[src/rtl/lcd_pclk_div.sv]
// LCD pixel-clock divider with period-boundary divisor updates.
// Define LCD_PCLK_ID_MAP_EN to take the divisor from lcd_id instead of div_ratio.
module lcd_pclk_div #(
  parameter int CNT_W     = 8,
  parameter int DIV_RESET = 10,
  parameter int DIV_4342  = 10,
  parameter int DIV_7084  = 3,
  parameter int DIV_7016  = 2,
  parameter int DIV_1018  = 2,
  parameter int DIV_DEF   = 10
) (
  input  logic             clk,
  input  logic             rst,
  input  logic [CNT_W-1:0] div_ratio,
  input  logic [15:0]      lcd_id,
  output logic             clk_lcd,
  output logic             pclk_rise,
  output logic             pclk_fall,
  output logic             div_ack,
  output logic [CNT_W-1:0] div_cur
);

  logic [CNT_W-1:0] cnt;
  logic [CNT_W-1:0] req_raw;
  logic [CNT_W-1:0] req;
  logic [CNT_W-1:0] n_cnt;
  logic [CNT_W-1:0] n_div;
  logic [CNT_W:0]   n_h;
  logic             bound;
  logic             unused_ok;

`ifdef LCD_PCLK_ID_MAP_EN
  always_comb begin
    req_raw = CNT_W'(DIV_DEF);
    unique case (1'b1)
      (lcd_id == 16'd0): req_raw = CNT_W'(DIV_4342);
      (lcd_id == 16'd1): req_raw = CNT_W'(DIV_7084);
      (lcd_id == 16'd2): req_raw = CNT_W'(DIV_7016);
      (lcd_id == 16'd5): req_raw = CNT_W'(DIV_1018);
      default:           req_raw = CNT_W'(DIV_DEF);
    endcase
  end
  assign unused_ok = ^div_ratio;
`else
  assign req_raw   = div_ratio;
  assign unused_ok = ^lcd_id;
`endif

  assign req = (req_raw == '0) ? CNT_W'(1) : req_raw;

  // >= keeps the counter recoverable even if cnt ever exceeds N-1
  assign bound = (cnt >= div_cur - CNT_W'(1));

  always_comb begin
    n_div = div_cur;
    n_cnt = cnt + CNT_W'(1);
    if (bound) begin
      n_div = req;
      n_cnt = '0;
    end
  end

  assign n_h = ({1'b0, n_div} + (CNT_W+1)'(1)) >> 1;

  always_ff @(posedge clk or posedge rst) begin
    if (rst) begin
      cnt       <= CNT_W'(DIV_RESET - 1);
      div_cur   <= CNT_W'(DIV_RESET);
      clk_lcd   <= 1'b0;
      pclk_rise <= 1'b0;
      pclk_fall <= 1'b0;
      div_ack   <= 1'b0;
    end else begin
      cnt       <= n_cnt;
      div_cur   <= n_div;
      clk_lcd   <= ({1'b0, n_cnt} < n_h);
      pclk_rise <= (n_cnt == '0);
      pclk_fall <= (n_div >= CNT_W'(2)) && ({1'b0, n_cnt} == n_h);
      div_ack   <= bound && (req != div_cur);
    end
  end

endmodule

[config.mk]
export PLATFORM = sky130hd
export DESIGN_NAME = lcd_pclk_div
export DESIGN_NICKNAME = d
export VERILOG_FILES = /design/src/rtl/lcd_pclk_div.sv
export SDC_FILE = /design/constraint.sdc
export NUM_CORES = 1
export LEC_CHECK = 0
export CAP_MARGIN = 20
export CORE_ASPECT_RATIO = 1.75
export CORE_UTILIZATION = 40
export CTS_CLUSTER_DIAMETER = 150
export DETAILED_ROUTE_END_ITERATION = 10
export MAX_ROUTING_LAYER = met4
export PLACE_DENSITY = 0.75
export SLEW_MARGIN = 10
export SYNTH_ARGS = -nofsm -noshare
export SYNTH_HDL_FRONTEND = slang
export SYNTH_SLANG_ARGS = --single-unit
[constraint.sdc]
create_clock -name clk -period 5.8 [get_ports clk]
set_input_delay 1.16 -clock clk [delete_from_list [all_inputs] [get_ports clk]]
set_output_delay 1.16 -clock clk [all_outputs]
set_load 0.03 [all_outputs]
## Word level (Yosys, flattened, before mapping)

Index checks and enable logic that the tools add are counted.

- Bits of input ports: 26
- Output and inout bits: 12
- Word-level logic and storage cells: 21
- Register bits: 20

- $add $sub $neg: 3
- Reduce and logical (&&, ||, !) cells: 4
- Mux-type cells: 3
- Magnitude comparators: 3
- Equality and inequality tests: 2

Operator list:

| operator | number |
|---|---|
| 8-bit two-way mux | 3 |
| 8-bit zero test | 2 |
| 8-bit by 1-bit adder with 9-bit output, second input constant | 1 |
| 8-bit by 1-bit adder with 8-bit output, second input constant | 1 |
| 8-bit == test | 1 |
| 8-bit by 2-bit >= comparator with 1-bit output, second input constant | 1 |
| 8-bit >= comparator | 1 |
| 8-bit < comparator | 1 |
| 8-bit != test | 1 |
| 8-bit by 1-bit subtractor with 8-bit output, second input constant | 1 |
| 1-bit logical AND | 2 |

## Logic depth before layout (Yosys ltp)

Gate-level depths: netlist of run 1.

- Word-level depth: 6
- Depth in mapped cells: 22
- Depth with buffers taken out: 20

## Worst setup path after synthesis of run 1

OpenSTA, ideal clock, no wires.

- Kind: flip-flop to flip-flop
- Start point: register div_cur[2]
- End point: register clk_lcd
- Path buffers: 2
- Setup slack: 1.544 ns
- Data arrival time: 4.191 ns
- Period minus slack after synthesis: 4.256 ns
- Data required time: 5.734 ns
- Library setup time: 0.066 ns
- Stages on the path, launching flop included: 19
- Cells stage by stage: dfrtp_1 > clkbuf_1 > or4_1 > nor4_2 > xnor2_1 > ha_1 > nand4_1 > o31ai_4 > buf_2 > nand2_1 > o21ai_0 > ha_1 > xnor2_2 > ha_1 > nor2b_1 > o21a_1 > o21a_1 > o21ai_0 > a22o_1

- Longest elaborated chain between the ends: 5
- Elaborated cells between the ends (all ways): 6
- Those cells by class: add/sub: 2; order compare: 2; mux: 2

RTL lines:

| element | RTL line | RTL |
|---|---|---|
| start: declaration | 20 | `output logic [CNT_W-1:0] div_cur` |
| start signal: assignment | 68 | `div_cur <= CNT_W'(DIV_RESET);` |
| start signal: assignment | 75 | `div_cur <= n_div;` |
| 8-bit by 1-bit subtractor with 8-bit output | 52 | `assign bound = (cnt >= div_cur - CNT_W'(1));` |
| 8-bit >= comparator | 52 |  |
| 8-bit two-way mux | 57 | `if (bound) begin` |
| net n_div[1] | 27 | `logic [CNT_W-1:0] n_div;` |
| 8-bit by 1-bit adder with 9-bit output | 63 | `assign n_h = ({1'b0, n_div} + (CNT_W+1)'(1)) >> 1;` |
| 8-bit < comparator | 76 | `clk_lcd <= ({1'b0, n_cnt} < n_h);` |
| end signal: assignment | 76 |  |
| end: declaration | 16 | `output logic clk_lcd,` |

The timed path passes the listed nets, and every way through them passes these cells.

## Worst setup path after layout of run 1

- Start point: register div_cur[2]
- End point: register pclk_fall

- Longest elaborated chain between the ends: 6
- Elaborated cells between the ends (all ways): 8
- Those cells by class: add/sub: 2; order compare: 2; eq/ne: 1; mux: 2; reduce/logical: 1

RTL lines:

| element | RTL line | RTL |
|---|---|---|
| 8-bit by 1-bit subtractor with 8-bit output * | 52 |  |
| 8-bit >= comparator * | 52 |  |
| 8-bit two-way mux * | 57 |  |
| net n_div[0] | 27 |  |
| 8-bit by 1-bit adder with 9-bit output | 63 |  |
| 8-bit == test | 78 | `pclk_fall <= (n_div >= CNT_W'(2)) && ({1'b0, n_cnt} == n_h);` |
| 1-bit logical AND * | 78 |  |
| end signal: assignment | 78 |  |
| end: declaration | 18 | `output logic pclk_fall,` |

The timed path passes the listed nets; every way through them passes the cells marked *.

==> flow_summary.ini, run 1 <==
[sta]
setup_viol = 0
fin_setup_tns_ns = 0
period_needed_ns = 4.66
relSlewSlack_pct = 48.0
tightest_slew_ns = 0.780
maxSlewViolCount = 0
rsz0062_at_grt = false
finalHoldViolCount = 0
max_freq_mhz = 215
finalClockSkew_ns = 0.00146
fin_crit_sh_pct = 80.3

[global_route]
grt_overflow = 0
grt_antenna_before_repair = 0
grt_max_degree = 30
grt_pass1_wl_um = 6690
grtUsageTotal_pct = 19.2
grt_pass1_vias = 1456

[place]
io_buffer_count = 21
gp_congestion = 0.928
dpl_cell_area_sq_um = 2020
dpl.hpwl_um = 3240

[logic_synthesis]
ys.flop_type = dfrtp_1
synth_edf_count = 0
synth.distinct_cells = 45
ys_warn_count = 0
syn_inst = 197
synth.avg_cell_area_sq_um = 9.21
synth_seq_cells = 20
yosysTopAreaCell = dfrtp_1
syn_nets = 243
syn_area_sq_um = 1810
synth_top_area_share_pct = 22.1
async_flop_share_pct = 100
synth.area.top_cells = dfrtp_1 22%, ha_1 14%, xnor2_1 9.7%, dfstp_2 5.8%, xor2_1 4.8%
ys_seq_area_share_pct = 27.9

[min_path]
holdPathStages = 1
hold_path_startpoint = cnt[0]
hold_class = reg2reg
min_to = cnt[0]

[critical_path]
startpoint_type = flip-flop
crit_type = reg2reg
r2r-start = div_cur[2]
cp-end-kind = flip-flop
worstPathRequired_ns = 5.93
r2r_setup_slack_ns = 1.14
cp_max_fo = 29
reg2reg_depth = 16
worstReg2RegEnd = pclk_fall
critPathArrivalTime_ns = 4.79

[routing]
drc = 0
drtAntennaViolNets = 0
wire_per_inst_um = 15.5
wl_um = 4000
drt-initial-drc-count = 28
vias = 1461
dr.pass1.iters = 4
via_per_inst = 5.64

[layout]
diodes = 0
fill_cells = 418
stdcell_area_sq_um = 2090
mostFrequentLayoutCells = 22 x nor2_1, 21 x clkdlybuf4s50_1, 20 x xnor2_1, 20 x ha_1, 16 x dfrtp_1
nNetsFinal = 255
final_common_cell = nor2_1
syn2layout_area_growth_pct = 15.3
drive_gt1_share_pct = 11.5

[clock_tree]
cts-root-buf = clkbuf_8
post_cts_resized = 0
post_cts_buffers = 0
worstSkewPairLatency_ns = 0.26
cts_buffers = 3
clk_pin_slew_ns = 0.07
clock_sinks = 20
cts_hold_buf = 0
cts_tree = done
h-tree-depth = 1
cts_max_path_buffers = 2

[floorplan]
core.rowCount = 32
coreArea_sq_um = 4360
die_x_um = 52.9
die-height_um = 91.1
start_util_pct = 41.6
pin_count = 38
die_area_sq_um = 4820

[power]
power.density_nw_per_um2 = 701
power_uw = 1470
max-vdd-ir-drop_mv = 0.416
p_leak_uw = 0.000869

[run_status]
status = complete, no violations

[run]
cap_viol_max_count = 0
[state kept, by name, indices dropped and copies added (netlist names)]
register	flops
pclk_fall	1
div_cur	8
div_ack	1
pclk_rise	1
cnt	8
clk_lcd	1
[layer usage]
metal	vias to the layer above	track usage, %	part of all wire [%]
met5	-	-	0
met4	0	11.4	5.1
met3	18	1.17	1.5
met2	31	34.1	57
met1	708	19.3	36
li1	704	-	-
[through the flow]
step                std cells  hold WS [ns]  setup WS (ns)  util (%)
floorplan                 197         0.524           1.54         -
global placement          255         0.545           1.18      46.3
detailed placement        255         0.544           1.14      46.3
CTS                       259         0.564           1.11      47.9
global route              259         0.616          0.769      47.9
finish                    259         0.563           1.14      47.9
[cell usage after synthesis, types with 2 or more instances]
cell,number
dfstp_2,4
a41o_1,2
nor3_1,2
xnor2_1,20
nor4_1,3
ha_1,20
nor2_1,22
o21a_1,4
nand2_1,13
clkbuf_1,9
mux2i_1,2
buf_6,2
a21oi_1,5
dfrtp_1,16
o21ai_0,5
mux2_4,4
nand4_1,7
buf_2,2
and3_1,2
mux2_2,3
nand3_1,10
xor2_1,10
inv_1,8
[worst max-delay path, cell delays in order, from the launching register on]
cell and delay (ns):
dfrtp_1 0.54, or4_1 0.59, nor4_2 0.19, xnor2_1 0.10
ha_1 0.35, nand4_1 0.16, o31ai_4 0.42, buf_4 0.37
o21a_1 0.19, ha_1 0.34, nand3_1 0.14, xor2_1 0.17
nor2_1 0.09, a21oi_1 0.05, ha_1 0.32, nand4_1 0.10
nor4_1 0.40
[worst max-delay path by stage]
stage,from,end,cells past startpoint
2_1_floorplan,div_cur[2],clk_lcd,18
3_3_place_gp,div_cur[2],pclk_fall,16
3_5_place_dp,div_cur[2],clk_lcd,17
4_1_cts,div_cur[2],clk_lcd,17
5_1_grt,div_cur[2],pclk_fall,16
6_report,div_cur[2],pclk_fall,16
[area by class of cell]
type,count,area (sq um),share of cell area [%]
Sequential cell,20,505,24.2
Multi-Input combinational cell,154,1200,57.5
Inverter,8,30.0,1.44
Clock buffer,3,41.3,1.97
Tap cell,51,63.8,3.05
Timing Repair Buffer,22,218,10.4
Clock inverter,1,30.0,1.44
[logic make-up (layout without fill, tap and decap cells)]
family / Yosys count / in the layout / share of synthesized area [%]
and+or+nand+nor: 70 / 70 / 19.9
xor gates and xnor gates: 31 / 31 / 15.4
AOI/OAI and AO/OA: 24 / 24 / 11.0
buffers and inverters: 23 / 34 / 5.79
adders and majority gates: 20 / 20 / 13.8
DFF: 20 / 20 / 27.9
muxes: 9 / 9 / 6.28
[power breakdown]
part / internal, uW / leakage (uW) / switching (uW) / total, uW
registers: 212 / 0.000240 / 129 / 341
clock network: 92.2 / 0.0000357 / 47.8 / 140
logic: 474 / 0.000594 / 511 / 985
No activity file was read; power rests on OpenSTA's default activity.
==> run 2, diff against run 1 <==
Settings changed: PLACE_DENSITY 0.75 to 0.78.
Clock period 5.8 ns to 4.15 ns, I/O delays scaled along.
==> flow_summary.ini, run 2 (synthesis results as in run 1) <==
[critical_path]
startpoint_type = flip-flop
worstPathRequired_ns = 4.35
path_cells = or4_4 > nor4_4 > xnor2_1 > ha_1 > nand4_1 > o31ai_4 > buf_6 > buf_6 > mux2_4 > xnor2_2 > ha_1 > nor2b_1 > o21a_1 > o21a_1 > o21ai_0 > a22o_1
crit_type = reg2reg
setup.worst_path.start = div_cur[4]
worstReg2RegEnd = clk_lcd
r2r-start = div_cur[4]
cp-end-kind = flip-flop
r2r_setup_slack_ns = 0.15
critPathArrivalTime_ns = 4.21
cp_max_fo = 8
max_stage_delay_ns = 0.57
crit_path_top_delay_cell = or4_4
reg2reg_depth = 16

[power]
p_leak_uw = 0.000958
power.density_nw_per_um2 = 981
max-vdd-ir-drop_mv = 0.489

[place]
io_buffer_count = 21
pre_cts_ws_ns = 0.160
dpl.hpwl_um = 3450
gp_congestion = 0.948

[sta]
fin_crit_sh_pct = 96.5
maxSlewViolCount = 0
tightest_slew_ns = 0.778
setup_viol = 0
finalClockSkew_ns = 0.00202
rsz0062_at_grt = true
fin_setup_tns_ns = 0
period_needed_ns = 4.00
relSlewSlack_pct = 48.0
finalHoldViolCount = 0
worst_slack_ns = 0.147
max_freq_mhz = 250

[run]
cap_viol_max_count = 0

[global_route]
grt_antenna_before_repair = 0
grtUsageTotal_pct = 21.1
grt_overflow = 0
grt_max_degree = 24
grt_pass1_vias = 1548
grt_pass1_wl_um = 7200

[floorplan]
coreArea_sq_um = 4360
die_area_sq_um = 4820
die-height_um = 91.1
pin_count = 38
core.rowCount = 32
start_util_pct = 41.6
die_x_um = 52.9

[routing]
vias = 1562
drtAntennaViolNets = 0
dr.pass1.iters = 4
via_per_inst = 5.62
drt-initial-drc-count = 45
wire_per_inst_um = 16.0
wl_um = 4440
drc = 0

[layout]
fill_cells = 378
drive_gt1_share_pct = 20.3
syn2layout_area_growth_pct = 24.5
final_common_cell = nor2_1
nNetsFinal = 274
reg_top3 = cnt x8, div_cur x8
mostFrequentLayoutCells = 22 x nor2_1, 21 x clkdlybuf4s50_1, 20 x xnor2_1, 19 x ha_1, 18 x buf_4
diodes = 0

[min_path]
hold_path_startpoint = cnt[0]
holdPathStages = 1
min_to = cnt[0]
hold_class = reg2reg

[clock_tree]
cts_buffers = 3
cts-root-buf = clkbuf_8
cts_max_path_buffers = 2
clk_pin_slew_ns = 0.07
cts_tree = done
h-tree-depth = 1
worstSkewPairLatency_ns = 0.26
clock_sinks = 20

[run_status]
status = complete, no violations
==> run 2: worst max path at each step <==
stage                 to  slack (ns)  cells past startpoint
2_1_floorplan    clk_lcd        0.03                     19
3_3_place_gp     clk_lcd        0.16                     15
3_5_place_dp   pclk_fall        0.16                     17
4_1_cts        pclk_fall        0.12                     17
5_1_grt        pclk_fall        -0.1                     18
6_report         clk_lcd        0.15                     16
==> run 2: through the flow <==
step | power (uW) | instance area [sq um] | util [%] | std cells | hold WS [ns]
2_1_floorplan | 1540 | 1820 | - | 197 | 0.524
6_report | 2210 | 2260 | 51.7 | 278 | 0.572
3_3_place_gp | 1930 | 2130 | 48.8 | 269 | 0.544
3_5_place_dp | 1960 | 2130 | 48.8 | 269 | 0.556
4_1_cts | 2110 | 2170 | 49.8 | 273 | 0.574
5_1_grt | 2410 | 2260 | 51.7 | 278 | 0.612
==> run 2: worst max-delay path, delay by kind of cell, from the launching register on <==
family                   cells  cell delay, ns
adder cells (fa/ha/maj)      2            0.66
flip-flops                   1            0.39
buffers and inverters        2            0.28
XOR/XNOR                     2            0.24
multiplexers                 1            0.32
AND/OR/NAND/NOR              4            1.15
AO/OA/AOI/OAI                5            0.89
==> run 2: final cells by class <==
| class | instances | area (sq um) | share of cell area, % |
|---|---|---|---|
| well taps | 51 | 63.8 | 2.83 |
| clock buffers | 4 | 45.0 | 1.99 |
| inverters | 8 | 30.0 | 1.33 |
| repair buffers | 41 | 368 | 16.3 |
| flip-flops and latches | 20 | 505 | 22.4 |
| multi-input cells | 154 | 1250 | 55.2 |
==> run 2: where the power goes <==
part	internal (uW)	total (uW)	switching (uW)
sequential	296	398	102
clock	68.4	134	65.4
combinational	803	1680	879
total	1170	2210	1050
==> run 2: timing repair <==
action / 4_1_cts / 5_1_grt
endpoints found under the hold margin: 0 / 0
gates resized for setup: 0 / 8
endpoints found under the setup margin: 0 / 2
hold buffers: 0 / 0
setup buffers: 0 / 5
==> run 2: per-layer routing <==
metal  global-route usage [%]  vias to the layer above  share of wire, %
li1                         -                      753                 -
met1                     20.0                      741                34
met2                     37.6                       47                57
met3                     2.01                       21               2.6
met4                     14.3                        0               6.1
met5                        -                        -                 0
==> run 3, diff against run 2 <==
Settings changed: PLACE_DENSITY 0.78 to 0.75, SKIP_CTS_REPAIR_TIMING set to 1.
Clock period 4.15 ns to 4.53 ns, I/O delays scaled along.
==> flow_summary.ini, run 3 (synthesis results as in run 1) <==
[sta]
rsz0062_at_grt = false
setup_viol = 0
finalClockSkew_ns = 0.00270
maxSlewViolCount = 0
tightest_slew_ns = 0.781
max_freq_mhz = 236
finalHoldViolCount = 0
fin_setup_tns_ns = 0
fin_crit_sh_pct = 93.6
worst_slack_ns = 0.292
relSlewSlack_pct = 47.9
hold_ws_ns = 0.585
period_needed_ns = 4.24

[clock_tree]
cts_buffers = 3
cts_max_path_buffers = 2
h-tree-depth = 1
clk_pin_slew_ns = 0.07
cts-root-buf = clkbuf_8
clock_sinks = 20
worstSkewPairLatency_ns = 0.26
cts_tree = done

[critical_path]
worstPathRequired_ns = 4.74
cp-end-kind = flip-flop
startpoint_type = flip-flop
critPathArrivalTime_ns = 4.45
cp_max_fo = 7
crit_type = reg2reg

[routing]
drc = 0
drtAntennaViolNets = 0
wire_per_inst_um = 16.0
vias = 1485
wl_um = 4300
dr.pass1.iters = 4
via_per_inst = 5.52
drt-initial-drc-count = 42

[power]
intPower_uw = 1000
max-vdd-ir-drop_mv = 0.483
power.switching_uw = 901
power.density_nw_per_um2 = 882
p_leak_uw = 0.000911
p_comb_share_pct = 73.1
power_frac_seq_pct = 19.7
p_clk_share_pct = 7.2
p_sw_share_pct = 47.3

[floorplan]
die_area_sq_um = 4820
coreArea_sq_um = 4360
core.rowCount = 32
die_x_um = 52.9
start_util_pct = 41.6
die-height_um = 91.1
pin_count = 38

[place]
io_buffer_count = 21
pre_cts_ws_ns = 0.203
gp_congestion = 0.838
dpl.hpwl_um = 3430

[global_route]
grtUsageTotal_pct = 20.5
grt_pass1_vias = 1507
grt_overflow = 0
grt_max_degree = 24
grt_pass1_wl_um = 7010
grt_antenna_before_repair = 0

[min_path]
hold_class = reg2reg

[layout]
diodes = 0
final_common_cell = nor2_1
drive_gt1_share_pct = 16.1
mostFrequentLayoutCells = 22 x nor2_1, 21 x clkdlybuf4s50_1, 20 x xnor2_1, 20 x ha_1, 16 x dfrtp_1
postLayoutCoreUtil_pct = 49.4
syn2layout_area_growth_pct = 18.9
nNetsFinal = 265
reg_top3 = cnt x8, div_cur x8

[run]
cap_viol_max_count = 0

[run_status]
status = complete, no violations
-- run 3: path summary, 6_finish.rpt --
kind | from | endpoint | slack (ns) | depth (start not counted)
max reg2reg | div_cur[5] | clk_lcd | 0.29 | 16
max in group asynchronous | rst | cnt[6] | 2.96 | 2
min | cnt[0] | cnt[0] | 0.58 | 1
min in group asynchronous | rst | div_cur[0] | 1.08 | 2
min reg2reg | cnt[0] | cnt[0] | 0.58 | 1
max | div_cur[5] | clk_lcd | 0.29 | 16
-- run 3: area by class of cell --
class / instances / area [sq um]
repair buffers: 32 / 293
clock buffers: 4 / 55.1
well taps: 51 / 63.8
flip-flops and latches: 20 / 505
inverters: 8 / 30.0
multi-input cells: 154 / 1210
fillers: 418 / 2210
-- run 3: power by group through the flow --
| stage | clock network (uW) | logic (uW) | registers [uW] |
|---|---|---|---|
| after global routing | 145 | 1540 | 387 |
| final | 137 | 1390 | 374 |
| after CTS | 139 | 1380 | 375 |
| after detailed placement | 0 | 1370 | 379 |
| after floorplan | 0 | 995 | 413 |
| after global placement | 0 | 1340 | 374 |
-- run 3: through the flow --
stage	cell area (sq um)	power [uW]	cells
final	2160	1900	269
after global routing	2160	2070	269
after CTS	2150	1900	269
after detailed placement	2100	1750	265
after global placement	2100	1720	265
after floorplan	1810	1410	197
-- run 3: critical path: stages, from the launching register on --
cell and delay [ns]:
dfrtp_1 0.49, or4_1 0.51, nor4_2 0.20, xnor2_1 0.12
ha_1 0.34, nand4_1 0.16, o31ai_4 0.43, nand2_1 0.14
o21a_1 0.15, ha_1 0.31, xnor2_2 0.18, ha_1 0.31
nor2b_1 0.13, o21a_1 0.16, o21a_1 0.16, o21ai_0 0.24
a22o_1 0.17
-- run 3: per-layer routing --
| layer | up-vias | wire length (um) | GRT usage (%) |
|---|---|---|---|
| li1 | 733 | - | - |
| met1 | 722 | 1560 | 19.0 |
| met2 | 19 | 2520 | 38.8 |
| met3 | 11 | 54 | 1.34 |
| met4 | 0 | 159 | 10.5 |
| met5 | - | 0 | - |
